### src/rtl/conv1_sched_pkg.sv
// Shared constants, FSM state type and window slot helper for the conv1 sequencer.
// The optional column-reuse fetch is enabled with CONV1_SCHED_WINDOW_REUSE_EN.
package conv1_sched_pkg;
   localparam int DEF_IMG_W  = 32;
   localparam int DEF_IMG_H  = 32;
   localparam int KS         = 5;
   localparam int PIX_W      = 16;
   localparam int N_CH       = 6;
   localparam int OW         = DEF_IMG_W - KS + 1;
   localparam int OH         = DEF_IMG_H - KS + 1;
   localparam int WIN_SLOTS  = KS * KS;
   localparam int ACT_W      = WIN_SLOTS * PIX_W;
   localparam int OUT_W_BITS = N_CH * PIX_W;
   localparam int SLOT_W     = $clog2(WIN_SLOTS);

   typedef enum logic [2:0] {
      S_IDLE     = 3'd0,
      S_FETCH    = 3'd1,
      S_DRAIN    = 3'd2,
      S_ISSUE    = 3'd3,
      S_WAIT_RES = 3'd4,
      S_DONE     = 3'd5
   } conv1_sched_state_t;

   // Slot numbering is kr-major, matching the packing of conv1.input_act.
   function automatic logic [SLOT_W-1:0] slot_idx(input int unsigned kr, input int unsigned kc);
      int unsigned v;
      v = kr * KS + kc;
      return v[SLOT_W-1:0];
   endfunction
endpackage

### src/rtl/conv1_window_reg.sv
// 5x5 window storage: single-slot write, one-column left shift, flat activation output.
module conv1_window_reg
   import conv1_sched_pkg::*;
#(
   parameter int K      = KS,
   parameter int DATA_W = PIX_W
) (
   input  logic                    clk,
   input  logic                    rstn,
   input  logic                    i_wr_en,
   input  logic [SLOT_W-1:0]       i_wr_slot,
   input  logic [DATA_W-1:0]       i_wr_data,
   input  logic                    i_shift,
   output logic [K*K*DATA_W-1:0]   o_act
);
   logic [DATA_W-1:0] r_win [K*K];

   // The rightmost column keeps its value on a shift; it is refilled by the next fetch.
   always_ff @(posedge clk or negedge rstn) begin
      if (!rstn) begin
         for (int i = 0; i < K*K; i++) r_win[i] <= '0;
      end else if (i_shift) begin
         for (int kr = 0; kr < K; kr++)
            for (int kc = 0; kc < K-1; kc++)
               r_win[kr*K+kc] <= r_win[kr*K+kc+1];
      end else if (i_wr_en) begin
         r_win[i_wr_slot] <= i_wr_data;
      end
   end

   for (genvar i = 0; i < K*K; i++) begin : g_flat
      assign o_act[i*DATA_W +: DATA_W] = r_win[i];
   end
endmodule

### src/rtl/conv1_sched.sv
// Scans the image row-major, fetches each 5x5 window, issues it to conv1 and stores the result.
// Define CONV1_SCHED_WINDOW_REUSE_EN to refetch only the new column when c > 0.
module conv1_sched
   import conv1_sched_pkg::*;
#(
   parameter int IMG_W  = 32,
   parameter int IMG_H  = 32,
   parameter int K      = 5,
   parameter int DATA_W = 16,
   parameter int OUT_CH = 6
) (
   input  logic                                         clk,
   input  logic                                         rstn,
   input  logic                                         start,
   output logic                                         busy,
   output logic                                         done,
   output logic                                         img_rd_en,
   output logic [$clog2(IMG_W*IMG_H)-1:0]               img_rd_addr,
   input  logic [DATA_W-1:0]                            img_rd_data,
   output logic                                         conv_valid,
   output logic [K*K*DATA_W-1:0]                        conv_act,
   input  logic                                         conv_ready,
   input  logic [OUT_CH*DATA_W-1:0]                     conv_out,
   output logic                                         out_wr_en,
   output logic [$clog2((IMG_W-K+1)*(IMG_H-K+1))-1:0]   out_wr_addr,
   output logic [OUT_CH*DATA_W-1:0]                     out_wr_data
);
   localparam int L_OW = IMG_W - K + 1;
   localparam int L_OH = IMG_H - K + 1;
   localparam int AW   = $clog2(IMG_W*IMG_H);
   localparam int OAW  = $clog2(L_OW*L_OH);
   localparam int RW   = $clog2(L_OH);
   localparam int CW   = $clog2(L_OW);
   localparam int KW   = $clog2(K);

   conv1_sched_state_t r_state;
   logic [RW-1:0]      r_r;
   logic [CW-1:0]      r_c;
   logic [KW-1:0]      r_kr, r_kc;
   logic               r_reuse, r_cap_vld;
   logic [SLOT_W-1:0]  r_cap_slot;

   logic               w_last_col, w_last_pos, w_next_reuse, w_last_rd, w_shift;
   logic [RW-1:0]      w_nr;
   logic [CW-1:0]      w_nc;
   logic [KW-1:0]      w_nkr, w_nkc, w_first_kc;
   logic [OAW-1:0]     w_out_addr;
   int unsigned        w_out_lin;

   function automatic logic [AW-1:0] pix_addr(input logic [RW-1:0] r, input logic [CW-1:0] c,
                                              input logic [KW-1:0] kr, input logic [KW-1:0] kc);
      int unsigned a;
      a = (32'(r) + 32'(kr)) * 32'(IMG_W) + 32'(c) + 32'(kc);
      return a[AW-1:0];
   endfunction

   always_comb begin
      w_last_col = (r_c == CW'(L_OW-1));
      w_last_pos = w_last_col && (r_r == RW'(L_OH-1));
      w_nc       = w_last_col ? '0 : r_c + 1'b1;
      w_nr       = w_last_col ? r_r + 1'b1 : r_r;
`ifdef CONV1_SCHED_WINDOW_REUSE_EN
      w_next_reuse = (w_nc != '0);
`else
      w_next_reuse = 1'b0;
`endif
      w_first_kc = w_next_reuse ? KW'(K-1) : '0;
      // A reuse fetch walks only down the rightmost column.
      w_last_rd  = (r_kr == KW'(K-1)) && (r_reuse || r_kc == KW'(K-1));
      if (r_reuse || r_kc == KW'(K-1)) begin
         w_nkr = r_kr + 1'b1;
         w_nkc = r_reuse ? r_kc : '0;
      end else begin
         w_nkr = r_kr;
         w_nkc = r_kc + 1'b1;
      end
      w_out_lin  = 32'(r_r) * 32'(L_OW) + 32'(r_c);
      w_out_addr = w_out_lin[OAW-1:0];
   end

   // The shift lands in the first reuse fetch cycle, before any capture of that window.
   assign w_shift     = (r_state == S_FETCH) && r_reuse && (r_kr == '0);
   assign out_wr_en   = (r_state == S_WAIT_RES) && conv_ready;
   assign out_wr_addr = out_wr_en ? w_out_addr : '0;
   assign out_wr_data = out_wr_en ? conv_out : '0;

   conv1_window_reg #(.K(K), .DATA_W(DATA_W)) u_win (
      .clk       (clk),
      .rstn      (rstn),
      .i_wr_en   (r_cap_vld),
      .i_wr_slot (r_cap_slot),
      .i_wr_data (img_rd_data),
      .i_shift   (w_shift),
      .o_act     (conv_act)
   );

   always_ff @(posedge clk or negedge rstn) begin
      if (!rstn) begin
         r_state     <= S_IDLE;
         r_r         <= '0;
         r_c         <= '0;
         r_kr        <= '0;
         r_kc        <= '0;
         r_reuse     <= 1'b0;
         r_cap_vld   <= 1'b0;
         r_cap_slot  <= '0;
         busy        <= 1'b0;
         done        <= 1'b0;
         img_rd_en   <= 1'b0;
         img_rd_addr <= '0;
         conv_valid  <= 1'b0;
      end else begin
         case (r_state)
            S_IDLE: if (start) begin
               r_r         <= '0;
               r_c         <= '0;
               r_kr        <= '0;
               r_kc        <= '0;
               r_reuse     <= 1'b0;
               busy        <= 1'b1;
               img_rd_en   <= 1'b1;
               img_rd_addr <= '0;
               r_state     <= S_FETCH;
            end
            S_FETCH: begin
               r_cap_vld  <= 1'b1;
               r_cap_slot <= slot_idx(32'(r_kr), 32'(r_kc));
               if (w_last_rd) begin
                  img_rd_en   <= 1'b0;
                  img_rd_addr <= '0;
                  r_state     <= S_DRAIN;
               end else begin
                  r_kr        <= w_nkr;
                  r_kc        <= w_nkc;
                  img_rd_addr <= pix_addr(r_r, r_c, w_nkr, w_nkc);
               end
            end
            S_DRAIN: begin
               r_cap_vld  <= 1'b0;
               conv_valid <= 1'b1;
               r_state    <= S_ISSUE;
            end
            S_ISSUE: begin
               conv_valid <= 1'b0;
               r_state    <= S_WAIT_RES;
            end
            S_WAIT_RES: if (conv_ready) begin
               r_r <= w_nr;
               r_c <= w_nc;
               if (w_last_pos) begin
                  busy    <= 1'b0;
                  done    <= 1'b1;
                  r_state <= S_DONE;
               end else begin
                  r_reuse     <= w_next_reuse;
                  r_kr        <= '0;
                  r_kc        <= w_first_kc;
                  img_rd_en   <= 1'b1;
                  img_rd_addr <= pix_addr(w_nr, w_nc, '0, w_first_kc);
                  r_state     <= S_FETCH;
               end
            end
            S_DONE: begin
               done    <= 1'b0;
               r_state <= S_IDLE;
            end
            default: r_state <= S_IDLE;
         endcase
      end
   end
endmodule

### config.mk
export PLATFORM = sky130hd
export DESIGN_NAME = conv1_sched
export DESIGN_NICKNAME = d
export VERILOG_FILES = /design/src/rtl/conv1_sched_pkg.sv /design/src/rtl/conv1_window_reg.sv /design/src/rtl/conv1_sched.sv
export SDC_FILE = /design/constraint.sdc
export NUM_CORES = 1
export LEC_CHECK = 0
export CAP_MARGIN = 5
export CORE_ASPECT_RATIO = 1.5
export CORE_MARGIN = 2
export CORE_UTILIZATION = 25
export DETAILED_ROUTE_END_ITERATION = 8
export PLACE_DENSITY = 0.49
export SLEW_MARGIN = 20
export SYNTH_ARGS = -nofsm -noshare
export SYNTH_HDL_FRONTEND = slang
export SYNTH_SLANG_ARGS = --single-unit
### constraint.sdc
create_clock -name clk -period 8.3 [get_ports clk]
set_input_delay 2.49 -clock clk [delete_from_list [all_inputs] [get_ports clk]]
set_output_delay 2.49 -clock clk [all_outputs]
set_load 0.005 [all_outputs]
==> run metrics <==
status completed; fin crit period 6.70 ns; maximum vdd drop roughly 0.00017 V; Max-slew headroom 23.0%; Area Overhead vs Synth 47.9%; Setup TNS Final 0 ns; synthesized cell area 18600 um^2; DRC Markers 0; Layout Nets 2093; Synth async-reset ratio 100%; post-CTS sizing 0; Mean Syn Cell Area 14.0 um^2; met3 wire length 5260 um; Setup Skew 0.0331 ns; largest family of logic cells by synthesized area multiplexers; register area share after synthesis 58.9%; die width 227 um; Worst Hold Launch u_win.o_act[28]; Root Driver clkbuf_16; Slew Limit Fails 0; TritonCTS Buffers 46; share of cells above drive strength 1 between 20 and 30%; max_cap viols 0; DR vias/cell roughly 4.6; Unique masters post-synth 51; Clk Latency, worst-skew pair a little over 0.6 ns; simple logic cell fraction of the synthesized area about 6.6%; number of flops mapped to enable cells by yosys 0; core area 73900 um^2; # clock sinks 439; Cells after Synth 1332; # Post-CTS Setup Buffers 0; Initial Util 25.2%; CTS tree yes; Hold Vio Cnt, Final 0; fmax 149 MHz; Max stage delay on crit path 0.51 ns; final wirelength 73400 um; Arr. time, crit path 4.21 ns; routed metal-1 wirelength 25700 um; Yosys Warn Count 0; std cell rows 122; Port Buffers 636; I/O Pins 637; Worst Path Required 5.81 ns; CTS Hold Bufs 0; Pwr Density around 360 nW/um^2; total die area 76800 um^2; Post-DRT Antenna Nets 0; Worst path depth 4; Met2 Wirelength approximately 40000 um; min-delay worst type reg2reg; r2r worst-path depth 10; Worst Max-Slew Pin Slew 1.15 ns; delay-heaviest family, CP buffers and inverters; largest net degree at the start of global routing between 150 and 200; CP Launch Point conv_ready; vias in the first global route between 10000 and 15000; highest metal used met4; Worst path slowest cell clkdlybuf4s50_1; fin util 37.3%; global-route wire length before repair around 100000 um; CTS max path bufs 3; initial antenna violation count 4; dpl cell area 26000 um^2; critical path type in2out; period utilization 80.7%; Hold Path Stages 1; RSZ-0062 raised after global routing false; commonest non-fill, non-tap cell in the layout clkdlybuf4s50_1; final setup violation count 0; Chip Height 339 um; Mapped Nets around 1500; finished layout cell area 27600 um^2; GP Congestion 0.870; critical path peak fanout 69; compound-gate portion of the synthesized area 2.73%; Iter 0 DRT Violations 482; adder-cell area share of the yosys netlist 3.11%; TritonRoute pass-1 iters 6; Critical Path Source Type primary input; CP bufs+invs 3; Detailed Place HPWL 52800 um; routed via count approximately 14000; CP endpoint kind output port; Leak 0.0119 uW; fill cell count between 7000 and 8000; Reg clk slew, reported paths 0.06 ns; Synth Register Bits 439; gr ovfl total 0; H-tree depth 2; top_reg_cell synth dfrtp_1; Total Routing Usage GR between 10% and 20%; Wirelength per Cell 24.7 um; most frequent cells in the layout clkdlybuf4s50_1, dfrtp_1, mux2_2; critical path, cell by cell buf_2, buf_4, and3_1, clkdlybuf4s50_1; mux cell area share after synthesis around 25%; r2r startpoint r_kc[0]; Post-Synth XOR/XNOR Area 1.34%
-- report_power, final --
group          switching (uW)  leakage (uW)  internal (uW)
logic                    1550       0.00580           2630
clock network             927      0.000760           1240
registers                 572       0.00535           3140
total                    3050        0.0119           7010
-- stage by stage --
step | setup slack [ns] | cells | hold slack [ns] | total power [uW]
3_5_place_dp | 1.62 | 2880 | 0.492 | 8000
3_3_place_gp | 1.72 | 2880 | 0.487 | 7960
2_1_floorplan | 2.68 | 1332 | 0.489 | 5160
5_1_grt | 1.49 | 2965 | 0.512 | 10600
6_report | 1.60 | 2967 | 0.502 | 10100
4_1_cts | 1.62 | 2964 | 0.505 | 10200
-- layer usage --
layer | global-route usage [%] | up-vias
met4 | 8.02 | 0
met3 | 4.78 | 119
met1 | 19.3 | 6952
met2 | 35.8 | 547
met5 | 0 | -
li1 | - | 5918
-- flip-flops by register name (all words and copies together) (netlist names), 3 cells and up --
signal       count
u_win.o_act    400
img_rd_addr     10
r_c              5
r_cap_slot       5
r_r              5
r_kc             3
r_kr             3
r_state          3
-- synth_stat cells (3+ instances only) --
| library cell | number | area, um^2 |
|---|---|---|
| nor3_1 | 6 | 30.0 |
| nor2b_1 | 4 | 25.0 |
| nand3b_1 | 3 | 22.5 |
| o22ai_1 | 5 | 31.3 |
| buf_2 | 14 | 70.1 |
| fa_1 | 9 | 180 |
| ha_1 | 32 | 400 |
| a211oi_1 | 4 | 30.0 |
| nand3_1 | 7 | 35.0 |
| a21oi_1 | 15 | 75.1 |
| clkbuf_1 | 83 | 312 |
| a21o_1 | 6 | 45.0 |
| a22o_1 | 12 | 105 |
| nand2_1 | 44 | 165 |
| xor2_1 | 6 | 52.6 |
| mux2_2 | 409 | 4610 |
| dfrtp_1 | 439 | 11000 |
| o21ai_0 | 15 | 75.1 |
| nor2_1 | 37 | 139 |
| xnor2_1 | 20 | 175 |
| and3_1 | 101 | 632 |
| nor3b_1 | 6 | 45.0 |
| inv_1 | 15 | 56.3 |
-- worst paths after layout --
path	slack, ns	end
worst max register to register	4.88	img_rd_addr[9]
worst max-delay path	1.60	out_wr_data[52]
worst min-delay path	0.50	u_win.o_act[28]
min in group asynchronous	2.00	u_win.o_act[198]
worst min register to register	0.50	u_win.o_act[28]
max in group asynchronous	4.76	u_win.o_act[65]
-- cell families after synthesis --
group / count (synthesis)
and+or+nand+nor: 226
buffers and inverters: 114
muxes: 411
DFF: 439
xor gates and xnor gates: 27
adders and majority gates: 41
AOI/OAI and AO/OA: 74
-- area by class of cell --
class / count / area [um^2] / area share [%]
Timing Repair Buffer: 655 / 6480 / 23.5
Clock inverter: 22 / 290 / 1.05
Antenna cell: 3 / 7.51 / 0.0272
Inverter: 15 / 56.3 / 0.204
Multi-Input combinational cell: 779 / 7250 / 26.3
Tap cell: 992 / 1240 / 4.50
Sequential cell: 439 / 11000 / 39.8
Clock buffer: 62 / 1270 / 4.61
Note: power is estimated with default switching activity, not from simulation.
==> RTL change 1 (same flow settings) <==
The option `CONV1_SCHED_WINDOW_REUSE_EN` is turned on by a define.
--- a/src/rtl/conv1_sched.sv
+++ b/src/rtl/conv1_sched.sv
@@ -2,2 +2,4 @@
 // Define CONV1_SCHED_WINDOW_REUSE_EN to refetch only the new column when c > 0.
+`define CONV1_SCHED_WINDOW_REUSE_EN
+
 module conv1_sched
Function: no difference found for any inputs over 4 cycles, from zero or initial values and one cycle with rstn low; that may be too few to reach the edited logic, so the function may still have changed.
==> RTL change 1 against the original RTL <==
- routed wire length is 22% higher
- sequential cell count increased by 1
- final cell count is 29% higher
- design area is 11% higher
- area after synthesis up 17%
- total power up 4.2%
- global-route usage increased by 0.50 points
- first-iteration DRC count increased by 120%
- maximum frequency hardly changed
- critical path type unchanged
- sequential share of layout area down 3.9 points
- setup slack got worse by 0.0064 ns
==> RTL change 1: results (changes against the original RTL) <==
Outcome
  • Outcome: completed (unchanged)

Worst setup path
  • Critical Path Slowest Stage Cell: clkdlybuf4s50_1 (unchanged)
  • Flop2flop setup slack: 4.37 ns (was 4.88 ns)
  • Reg-to-reg startpoint: r_state[0] (was r_kc[0])
  • Crit path DAT: 4.21 ns (about the same)
  • Max FO, Critical Path: 88 (was 69)
  • Worst R2R Path Depth: 7 (was 10)
  • Reg-to-Reg End: u_win.o_act[88] (was img_rd_addr[9])
  • Slowest stage delay, CP: 0.67 ns (was 0.51 ns)

Routing
  • TritonRoute pass-1 iters: 5 (was 6)
  • 1st-iter DRT viols: 1060 (was 482)
  • Routed Wire Length: 89600 µm (was 73400 µm)
  • Vias: 17900 (was 13500)

Min path
  • Hold_sp: img_rd_addr[2] (was u_win.o_act[28])
  • Min-Delay Endpoint: img_rd_addr[2] (was u_win.o_act[28])
  • Hold path cells: 2 (was 1)

Clock network
  • CTS Buf Count: 47 (was 46)
  • Clk slew on worst S/H paths: 0.06 ns (about the same)
  • Clk_lat worst skew: 0.59 ns (was 0.61 ns)
  • Clock Tree Buf Depth: 3 (unchanged)
  • Post-CTS setup buffers: 0 (unchanged)
  • H-Tree Depth: 2 (unchanged)
  • Clock Tree Root: clkbuf_16 (unchanged)

Finish
  • Fill cell count: 8644 (was 7295)
  • Final net count: 2816 (was 2093)
  • Share of cells above drive strength 1: 0.0803 (was 0.268)

Global routing
  • Largest net degree at the start of global routing: 258 (was 172)
  • Antenna violations before repair: 2 (was 4)
  • GRT Util Overall: 0.194 (was 0.189)
  • First-pass GRT wire length: 129000 µm (was 105000 µm)

Yosys
  • Top cells by area, synth: dfrtp_1 51%, mux2i_1 15%, o21ai_0 8.1% (was dfrtp_1 59%, mux2_2 25%, and3_1 3.4%)
  • Sequential area share after synthesis: 0.506 (was 0.589)
  • Net Count, Synth: 2288 (was 1489)
  • Commonest cells post-synth: 440 x dfrtp_1, 400 x nand2_1, 352 x o21ai_0 (was 439 x dfrtp_1, 409 x mux2_2, 101 x and3_1)
  • Number of distinct library cells after synthesis: 61 (was 51)
  • Ys async rst share: 1.00 (unchanged)

Placed design
  • Final GP Congestion: 0.951 (was 0.870)
  • Detailed placer's ending HPWL: 66200 µm (was 52800 µm)

STA
  • Clock Skews: 0.0149 ns (was 0.0331 ns)
  • Worst Tran Pin Value: 1.07 ns (was 1.15 ns)

Power and ir drop
  • LEAKAGE: 0.0134 µW (was 0.0119 µW)
  • VDD IR max: 189 µV (was 173 µV)
[RTL change 1: area by class of cell]
class	instances	area share
Multi-Input combinational cell	1480	0.324
Sequential cell	440	0.360
Clock inverter	15	0.00531
Antenna cell	2	0.000163
Inverter	18	0.00221
Timing Repair Buffer	669	0.217
Clock buffer	67	0.0452
Tap cell	1139	0.0465
[RTL change 1: how the worst max path moves through the flow]
stage               startpoint         endpoint  slack (ns)  cells after the start
floorplan           conv_ready  out_wr_data[10]        2.69                      3
global placement    conv_ready  out_wr_data[37]        1.66                      4
detailed placement  conv_ready  out_wr_data[45]        1.61                      4
CTS                 conv_ready  out_wr_data[45]        1.62                      4
global route        conv_ready  out_wr_data[45]        1.50                      4
finish              conv_ready  out_wr_data[37]        1.60                      4
[RTL change 1: where the power goes]
group	switching [µW]	leakage [µW]	internal, µW	total (µW)
Combinational	1920	0.00746	2410	4330
Clock	921	0.000761	1250	2170
Sequential	869	0.00513	3110	3980
Total	3710	0.0134	6780	10500
[RTL change 1: worst max-delay path, delay by kind of cell]
kind	cells	cell delay [ns]
AND/OR/NAND/NOR	1	0.27
buffers and inverters	3	1.41
[RTL change 1: per-stage QoR]
| stage | setup slack, ns | instances | hold slack, ns | instance area (µm²) | total power [µW] |
|---|---|---|---|---|---|
| 2_1_floorplan | 2.69 | 2128 | 0.473 | 21800 | 5410 |
| 3_3_place_gp | 1.66 | 3744 | 0.483 | 29000 | 8330 |
| 3_5_place_dp | 1.61 | 3744 | 0.484 | 29000 | 8410 |
| 4_1_cts | 1.62 | 3826 | 0.508 | 30600 | 10700 |
| 5_1_grt | 1.50 | 3829 | 0.533 | 30600 | 11200 |
| 6_report | 1.60 | 3830 | 0.497 | 30600 | 10500 |
[RTL change 1: metal layers]
metal / vias up / global-route usage / share of wire
met2: 592 / 0.346 / 0.51
met3: 113 / 0.0590 / 0.075
li1: 8386 / - / -
met1: 8826 / 0.212 / 0.37
met5: - / 0 / 0
met4: 0 / 0.0813 / 0.043
[RTL change 1: logic make-up after synthesis]
| kind of cell | Yosys count | share of synthesized area |
|---|---|---|
| simple gates | 598 | 0.126 |
| flops | 440 | 0.506 |
| compound gates | 406 | 0.0979 |
| mux | 403 | 0.190 |
| buf+inv | 208 | 0.0407 |
| fa+ha+maj | 44 | 0.0284 |
| xor+xnor | 29 | 0.0117 |
==> RTL change 2 (config.mk and constraints unchanged) <==
Without the edit above. Make the reset (`rstn`) synchronous in 2 clocked blocks.
--- a/src/rtl/conv1_window_reg.sv
+++ b/src/rtl/conv1_window_reg.sv
@@ -18,3 +18,3 @@
    // The rightmost column keeps its value on a shift; it is refilled by the next fetch.
-   always_ff @(posedge clk or negedge rstn) begin
+   always_ff @(posedge clk) begin
       if (!rstn) begin
--- a/src/rtl/conv1_sched.sv
+++ b/src/rtl/conv1_sched.sv
@@ -96,3 +96,3 @@
 
-   always_ff @(posedge clk or negedge rstn) begin
+   always_ff @(posedge clk) begin
       if (!rstn) begin
Check against the original RTL: not settled (the Yosys comparison gave no result); the edit may change what the design does.
==> RTL change 2 against the original RTL <==
- clock skew up 0.015 ns
- global-route usage down 0.60 points
- sequential cell count did not move
- critical path type unchanged
- die area grew 1.7%
- design area up 1.1%
- routed wire length shrank 0.44%
- via count is 0.27% lower
- area after synthesis grew 1.7%
- setup slack better by 0.085 ns
Power is not compared: it rests on default switching activity, and its combinational part moved more than twofold at a synthesized area within 25%.
==> RTL change 2: results (changes against the original RTL) <==
Placed design
  • Detailed placer's ending HPWL: 52300 µm (was 52800 µm)
  • Final GP Congestion: 0.828 (was 0.870)
  • Pre-CTS setup slack: 1.70 ns (was 1.62 ns)
  • Placed Area: 26400 µm² (was 26000 µm²)
  • Dpl cells: 2976 (was 2880)

STA
  • Worst Tran Pin Value: 1.08 ns (was 1.15 ns)
  • Setup TNS Final: 0 ns (unchanged)
  • Clock Skews: 0.0478 ns (was 0.0331 ns)

Yosys
  • Complex-gate fraction of the synthesized area: 0.0365 (was 0.0273)
  • Post-Synth XOR/XNOR Area: 0.0102 (was 0.0134)
  • Ys async rst share: 0 (was 1.00)
  • Mean Syn Cell Area: 13.4 µm² (was 14.0 µm²)
  • Mux cell area share after synthesis: 0.00686 (was 0.248)
  • Commonest cells post-synth: 404 x and2_1, 400 x edfxtp_1, 103 x and3_1 (was 439 x dfrtp_1, 409 x mux2_2, 101 x and3_1)
  • YS warnings: 0 (unchanged)
  • Adder-cell share of the synthesized area: 0.0306 (was 0.0311)
  • Net Count, Synth: 1569 (was 1489)
  • Top cells by area, synth: edfxtp_1 63%, and2_1 13%, dfxtp_1 4.1% (was dfrtp_1 59%, mux2_2 25%, and3_1 3.4%)
  • Sequential area share after synthesis: 0.674 (was 0.589)
  • Number of flops mapped to enable cells by yosys: 400 (was 0)
  • Number of distinct library cells after synthesis: 62 (was 51)

Clock network
  • CTS Buf Count: 45 (was 46)
  • Clk slew on worst S/H paths: roughly 0.05 ns
  • Clk_lat worst skew: 0.61 ns (about the same)
  • H-Tree Depth: 2 (unchanged)
  • Clock Tree Root: clkbuf_16 (unchanged)
  • Clock Tree Buf Depth: 3 (unchanged)

Routing
  • Routed Wire Length: 73100 µm (was 73400 µm)
  • Routed len/inst: 23.8 µm (was 24.7 µm)
  • Vias: 13500 (about the same)
  • TritonRoute pass-1 iters: 5 (was 6)
  • 1st-iter DRT viols: 831 (was 482)

Worst setup path
  • Crit path DAT: 4.12 ns (was 4.21 ns)
  • Slowest stage delay, CP: 0.53 ns (was 0.51 ns)
  • Critical Path Slowest Stage Cell: buf_4 (was clkdlybuf4s50_1)
  • Max FO, Critical Path: 86 (was 69)
  • CP top delay family: buffers and inverters (unchanged)

Finish
  • Largest registers: u_win.r_win x400, img_rd_addr x10
  • Share of cells above drive strength 1: 0.0777 (was 0.268)
  • Final net count: 2180 (was 2093)

Global routing
  • First-pass GRT wire length: 103000 µm (was 105000 µm)
  • Largest net degree at the start of global routing: 101 (was 172)
  • GRT Util Overall: 0.183 (was 0.189)
  • Number of global-route vias before repair: 14100 (was 14600)
  • Antenna violations before repair: 13 (was 4)

Outcome
  • Outcome: completed (unchanged)

Min path
  • Hold/Removal Path Class: reg -> reg (unchanged)

Power and ir drop
  • LEAKAGE: roughly 0.011 µW
RTL change 2: cell count changes in the layout (fill, tap and decap cells not counted), sizes merged, moves of 11 or more:
cell and change:
edfxtp +400, and2 +400, dfxtp +39, nor2 +28, o21ai +22, a22o -12
a21oi +23, dfrtp -439, buf +11, mux2 -404
RTL change 2: kinds of logic after synthesis:
kind of cell | after synthesis
and+or+nand+nor | 668
DFF | 439
AOI/OAI and AO/OA | 111
muxes | 12
xor gates and xnor gates | 22
buffers and inverters | 119
adders and majority gates | 41
RTL change 2: report_power, final:
part	total (µW)	leakage, µW	switching (µW)	internal, µW
clock network	2060	0.000722	901	1160
registers	2530	0.00445	39.0	2490
logic	506	0.00534	266	240
total	5090	0.0105	1210	3890
RTL change 2: path summary, 6_finish.rpt:
check / startpoint / to / slack (ns) / cells past startpoint
worst max-delay path: conv_ready / out_wr_data[73] / 1.69 / 4
worst min register to register: busy / busy / 0.48 / 2
worst min-delay path: busy / busy / 0.48 / 2
worst max register to register: r_kc[0] / img_rd_addr[8] / 5.24 / 10
RTL change 2: final cells by class:
cell class / instances / area [µm²]
antenna: 10 / 25.0
clock buffer: 54 / 1190
clock inverter: 30 / 289
fill: 7345 / 47200
inverter: 15 / 56.3
multi-input combinational: 854 / 5720
sequential: 439 / 12800
tap: 1000 / 1250
timing repair buffer: 668 / 6550
RTL change 2: worst reg2reg max path, stage by stage, from the launching register on:
cell	delay, ns
dfxtp_1	0.42
inv_1	0.08
ha_1	0.28
nand2_1	0.19
mux2_2	0.40
fa_1	0.46
xnor2_1	0.35
nor4_1	0.12
or3_1	0.32
a21o_1	0.19
o221ai_1	0.18
RTL change 2: metal layers:
layer	track usage	vias up	routed length, µm
met5	0	-	0
met4	0.0737	0	2960
met3	0.0562	102	6770
met2	0.331	680	37100
met1	0.198	6525	26300
li1	-	6192	-
